File: config.mk
export PLATFORM = sky130hd
export DESIGN_NAME = rocstar_coinc_event_fifo
export DESIGN_NICKNAME = d
export VERILOG_FILES = /design/src/rtl/rocstar_coinc_event_fifo.sv
export SDC_FILE = /design/constraint.sdc
export NUM_CORES = 1
export LEC_CHECK = 0
export ABC_AREA = 1
export CORE_MARGIN = 2
export CORE_UTILIZATION = 61
export DETAILED_ROUTE_END_ITERATION = 10
export HOLD_SLACK_MARGIN = 0.05
export PLACE_DENSITY_LB_ADDON = 0.1
export SYNTH_ARGS = -nofsm -noshare
export SYNTH_HDL_FRONTEND = slang
export SYNTH_SLANG_ARGS = --single-unit
export TNS_END_PERCENT = 5
File: constraint.sdc
create_clock -name clk -period 5.25 [get_ports clk]
set_input_delay 0.525 -clock clk [delete_from_list [all_inputs] [get_ports clk]]
set_output_delay 0.525 -clock clk [all_outputs]
set_load 0.02 [all_outputs]
File: src/rtl/rocstar_coinc_event_fifo.sv
// rocstar_coinc_event_fifo
// Keeps the board's free-running clock counter and a snapshot register.
// Timestamps coincidence pulses from the MCU link and buffers them in a
// first-word-fall-through FIFO that readout drains with valid/ready.
//
// Ports:
//   clk, rst_n           : system clock, synchronous active-low reset
//   runmode              : event capture enable
//   sync_clk, save_clk   : zero clkcnt / snapshot clkcnt into clksav
//   pcoinc/dcoinc/ncoinc : single-cycle coincidence pulses
//   clkcnt, clksav       : clock counter and last snapshot
//   ev_valid/ev_ready    : FIFO head handshake
//   ev_data              : {type[1:0], timestamp[CW-1:0]} (01=p, 10=d, 11=n)
//   ev_count             : FIFO occupancy
//   drop_cnt, multi_cnt  : saturating overflow and multi-coinc counters
module rocstar_coinc_event_fifo #(
  parameter int unsigned DEPTH = 16,
  parameter int unsigned CW    = 48
) (
  input  logic                     clk,
  input  logic                     rst_n,
  input  logic                     runmode,
  input  logic                     sync_clk,
  input  logic                     save_clk,
  input  logic                     pcoinc,
  input  logic                     dcoinc,
  input  logic                     ncoinc,
  output logic [CW-1:0]            clkcnt,
  output logic [CW-1:0]            clksav,
  output logic                     ev_valid,
  input  logic                     ev_ready,
  output logic [CW+1:0]            ev_data,
  output logic [$clog2(DEPTH):0]   ev_count,
  output logic [15:0]              drop_cnt,
  output logic [15:0]              multi_cnt
);

  localparam int unsigned AW   = $clog2(DEPTH);
  localparam int unsigned CNTW = AW + 1;
  localparam int unsigned DW   = CW + 2;

  logic [CW-1:0]   clkcnt_q, clkcnt_d;
  logic [CW-1:0]   clksav_q, clksav_d;
  logic [AW-1:0]   wr_ptr_q, wr_ptr_d;
  logic [AW-1:0]   rd_ptr_q, rd_ptr_d;
  logic [CNTW-1:0] count_q, count_d;
  logic            ev_valid_q, ev_valid_d;
  logic [DW-1:0]   ev_data_q, ev_data_d;
  logic [15:0]     drop_q, drop_d;
  logic [15:0]     multi_q, multi_d;
  logic [DW-1:0]   mem_q [DEPTH];

  logic            pop_c;
  logic            want_c;
  logic            full_c;
  logic            push_c;
  logic            drop_c;
  logic            multi_c;
  logic [1:0]      ev_type_c;
  logic [DW-1:0]   entry_c;

  // Next-state logic for counter, snapshot, FIFO pointers and head register
  always_comb begin
    pop_c     = ev_valid_q & ev_ready;
    want_c    = runmode & (pcoinc | dcoinc | ncoinc);
    full_c    = (count_q == CNTW'(DEPTH));
    push_c    = want_c & (~full_c | pop_c);
    drop_c    = want_c & full_c & ~pop_c;
    multi_c   = (pcoinc & dcoinc) | (pcoinc & ncoinc) | (dcoinc & ncoinc);
    ev_type_c = pcoinc ? 2'b01 : (dcoinc ? 2'b10 : 2'b11);
    entry_c   = {ev_type_c, clkcnt_q};

    clkcnt_d  = sync_clk ? '0 : clkcnt_q + CW'(1);
    clksav_d  = save_clk ? clkcnt_q : clksav_q;

    wr_ptr_d  = push_c ? wr_ptr_q + AW'(1) : wr_ptr_q;
    rd_ptr_d  = pop_c  ? rd_ptr_q + AW'(1) : rd_ptr_q;

    count_d   = count_q;
    if (push_c && !pop_c) count_d = count_q + CNTW'(1);
    if (pop_c && !push_c) count_d = count_q - CNTW'(1);

    ev_valid_d = (count_d != '0);
    // The entry being written becomes the head when it lands where the
    // read pointer will point next (FIFO empty after this cycle's pop).
    ev_data_d  = (push_c && (wr_ptr_q == rd_ptr_d)) ? entry_c : mem_q[rd_ptr_d];

    drop_d    = (drop_c  && drop_q  != 16'hFFFF) ? drop_q  + 16'd1 : drop_q;
    multi_d   = (multi_c && multi_q != 16'hFFFF) ? multi_q + 16'd1 : multi_q;
  end

  // State registers with synchronous reset
  always_ff @(posedge clk) begin
    if (!rst_n) begin
      clkcnt_q   <= '0;
      clksav_q   <= '0;
      wr_ptr_q   <= '0;
      rd_ptr_q   <= '0;
      count_q    <= '0;
      ev_valid_q <= 1'b0;
      ev_data_q  <= '0;
      drop_q     <= '0;
      multi_q    <= '0;
    end else begin
      clkcnt_q   <= clkcnt_d;
      clksav_q   <= clksav_d;
      wr_ptr_q   <= wr_ptr_d;
      rd_ptr_q   <= rd_ptr_d;
      count_q    <= count_d;
      ev_valid_q <= ev_valid_d;
      ev_data_q  <= ev_data_d;
      drop_q     <= drop_d;
      multi_q    <= multi_d;
    end
  end

  // FIFO storage; contents are irrelevant until a pointer reaches them
  always_ff @(posedge clk) begin
    if (push_c) mem_q[wr_ptr_q] <= entry_c;
  end

  assign clkcnt    = clkcnt_q;
  assign clksav    = clksav_q;
  assign ev_valid  = ev_valid_q;
  assign ev_data   = ev_data_q;
  assign ev_count  = count_q;
  assign drop_cnt  = drop_q;
  assign multi_cnt = multi_q;

endmodule
==> metrics <==
gr ovfl total=0; clock latency on the worst-skew pair=0.66 ns; Startpoint Class=register; Setup crit start=ev_count[0]; CP max FO=31; post-CTS resize count=0; routed wire length=119,000 microns; highest clock rate=0.331 GHz; count of cell types in the netlist=33; CTS tree=yes; initial antenna violation count=2; final hold violation count=0; vias in the first global route=30,100; H-tree depth=3; drt via density=5.75; Placed Cells=5,294; min-delay src=rst_n; Max VDD drop=0.663 mV; synth top area cells=edfxtp_1, nand2_1, dfxtp_1, nand3_1, inv_1; Max Slew Vio Count=0; Seq/Total Area, Yosys=65.3%; Worst Hold Class=in -> reg; Worst-path clk slew=0.06 ns; Slew @ Worst Pin=1.16 ns; DP Wirelength=65,900 microns; commonest non-fill, non-tap cell in the layout=nand2_1; Final Util=71.0%; initial DRC count=3,817; total power=0.0210 W; Critical Path AT=3.34 ns; I/O pin count=193; clock sinks=992; Via Count=31,500; max_cap viols=0; drc violations=0; Power Dens Cells=429 nW/um^2; Final Net Count=4,485; root buf cell=clkbuf_16; Bufs on Longest Clock Path=3; GRT Util Overall=33.1%; number of buffers added on ports=192; clk_skew=0.0254 ns; Cell Area, Synth=42,700 sq um; Initial Utilization=61.9%; final period utilization=57.5%; Mapped Nets=4,333; post-synth top area cell=edfxtp_1; routability cong.=0.901; Yosys top cell area share=56.3%; Core ar.=68,900 sq um; DRT antenna net count=0; FFs w/ async S/R, synth=0%; share of cells above drive strength 1=5.87%; dpl cell area=45,700 sq um; CTS buffer count=100; Final min period=3.02 ns; Die W=269 microns; setup bufs post-CTS=0; Mean Syn Cell Area=9.90 sq um; Layout Area Growth over Synthesis=14.7%; Setup violations, final=0; full die area=72,100 sq um; CP endpoint kind=register; num rows=96; status=complete, no violations; Setup TNS=0 ns; FF+latch count, synth=992; first drt pass iteration count=6; prevailing post-synth register cell=edfxtp_1; most frequent cells in the layout=nand2_1, edfxtp_1, nand3_1; largest net degree at the start of global routing=219; r2r startpoint=ev_count[0]; count of flip-flops with a built-in enable after synthesis=800; Syn Inst Count=4,313; max_slew headroom=22.9%; final std cells w/o fill=5,484; worst endpoint required time=5.57 ns; Crit Path Class=reg -> reg; WL/cell=21.7 microns; RSZ-0062 raised after global routing=no; Post-CTS Hold Fix Bufs=0; first-pass GRT wire length=179,000 microns; design area=48,900 sq um; Ys Warns=0; Pleak=18.8 nW; die height=269 microns
## critical path, stage by stage, from the launching register on
cell,delay [ns]
dfxtp_1,0.44
inv_1,0.12
ha_1,0.21
nand2_1,0.06
inv_1,0.03
nand2_1,0.11
nor2_1,0.08
nor2_4,0.19
nand2_1,0.27
nor2_4,0.79
buf_12,0.37
## metrics by stage
stage | setup WS (ns) | hold WS (ns)
floorplan | 1.19 | 0.512
global placement | 1.79 | 0.450
detailed placement | 1.71 | 0.455
CTS | 2.19 | 0.391
global route | 1.96 | 0.433
finish | 2.23 | 0.426
## synth_stat cells (2+ instances only)
| library cell | number |
|---|---|
| a21oi_1 | 145 |
| buf_1 | 6 |
| buf_2 | 129 |
| buf_4 | 6 |
| buf_6 | 5 |
| clkbuf_1 | 83 |
| clkinv_1 | 2 |
| dfxtp_1 | 192 |
| edfxtp_1 | 800 |
| ha_1 | 11 |
| inv_1 | 492 |
| inv_2 | 4 |
| nand2_1 | 1043 |
| nand2_2 | 2 |
| nand3_1 | 561 |
| nand3b_1 | 151 |
| nand4_1 | 23 |
| nor2_1 | 408 |
| nor3_1 | 34 |
| nor3b_1 | 2 |
| o211ai_1 | 26 |
| o211ai_2 | 5 |
| o21ai_0 | 148 |
| o21ai_1 | 7 |
| xnor2_1 | 4 |
| xor2_1 | 17 |
## layout make-up
class                      instances  area (sq um)
clock inverter                    34           312
inverter                         498          1880
tap                              931          1160
clock buffer                     155          2950
sequential                       992         27900
fill                            5089         20000
antenna                            1          2.50
timing repair buffer             279          2720
multi-input combinational       2594         12100
## where the power goes
part	internal, W	switching, W
clock	0.00410	0.00295
combinational	0.00160	0.00349
sequential	0.00870	0.000176
## cell families after synthesis
group / Yosys count / synth area share [%]
flip-flops: 992 / 65.3
AND/OR/NAND/NOR: 2229 / 22.9
XOR/XNOR: 21 / 0.431
buffers and inverters: 727 / 6.91
adder cells (fa/ha/maj): 11 / 0.322
AO/OA/AOI/OAI: 333 / 4.16
## registers in the layout, indices dropped and copies added, names as in the netlist
signal     cells
mem_q        800
ev_data       50
clkcnt        48
clksav        48
drop_cnt      16
multi_cnt     16
ev_count       5
rd_ptr_q       4
wr_ptr_q       4
ev_valid       1
## path summary, 6_finish.rpt
check	cells past startpoint	endpoint	slack (ns)
worst max-delay path	10	mem_q[14][20]	2.23
worst min-delay path	3	multi_cnt[2]	0.43
worst max register to register	10	mem_q[14][20]	2.23
worst min register to register	2	clkcnt[44]	0.46
## layer usage
layer | global-route usage, % | wire (microns) | vias to the layer above
li1 | - | - | 14700
met5 | 0 | 0 | -
met2 | 52.8 | 54900 | 1629
met3 | 5.45 | 11200 | 280
met1 | 45.6 | 47800 | 15000
met4 | 13.8 | 4900 | 0
Power figures use the tool's default switching activity.
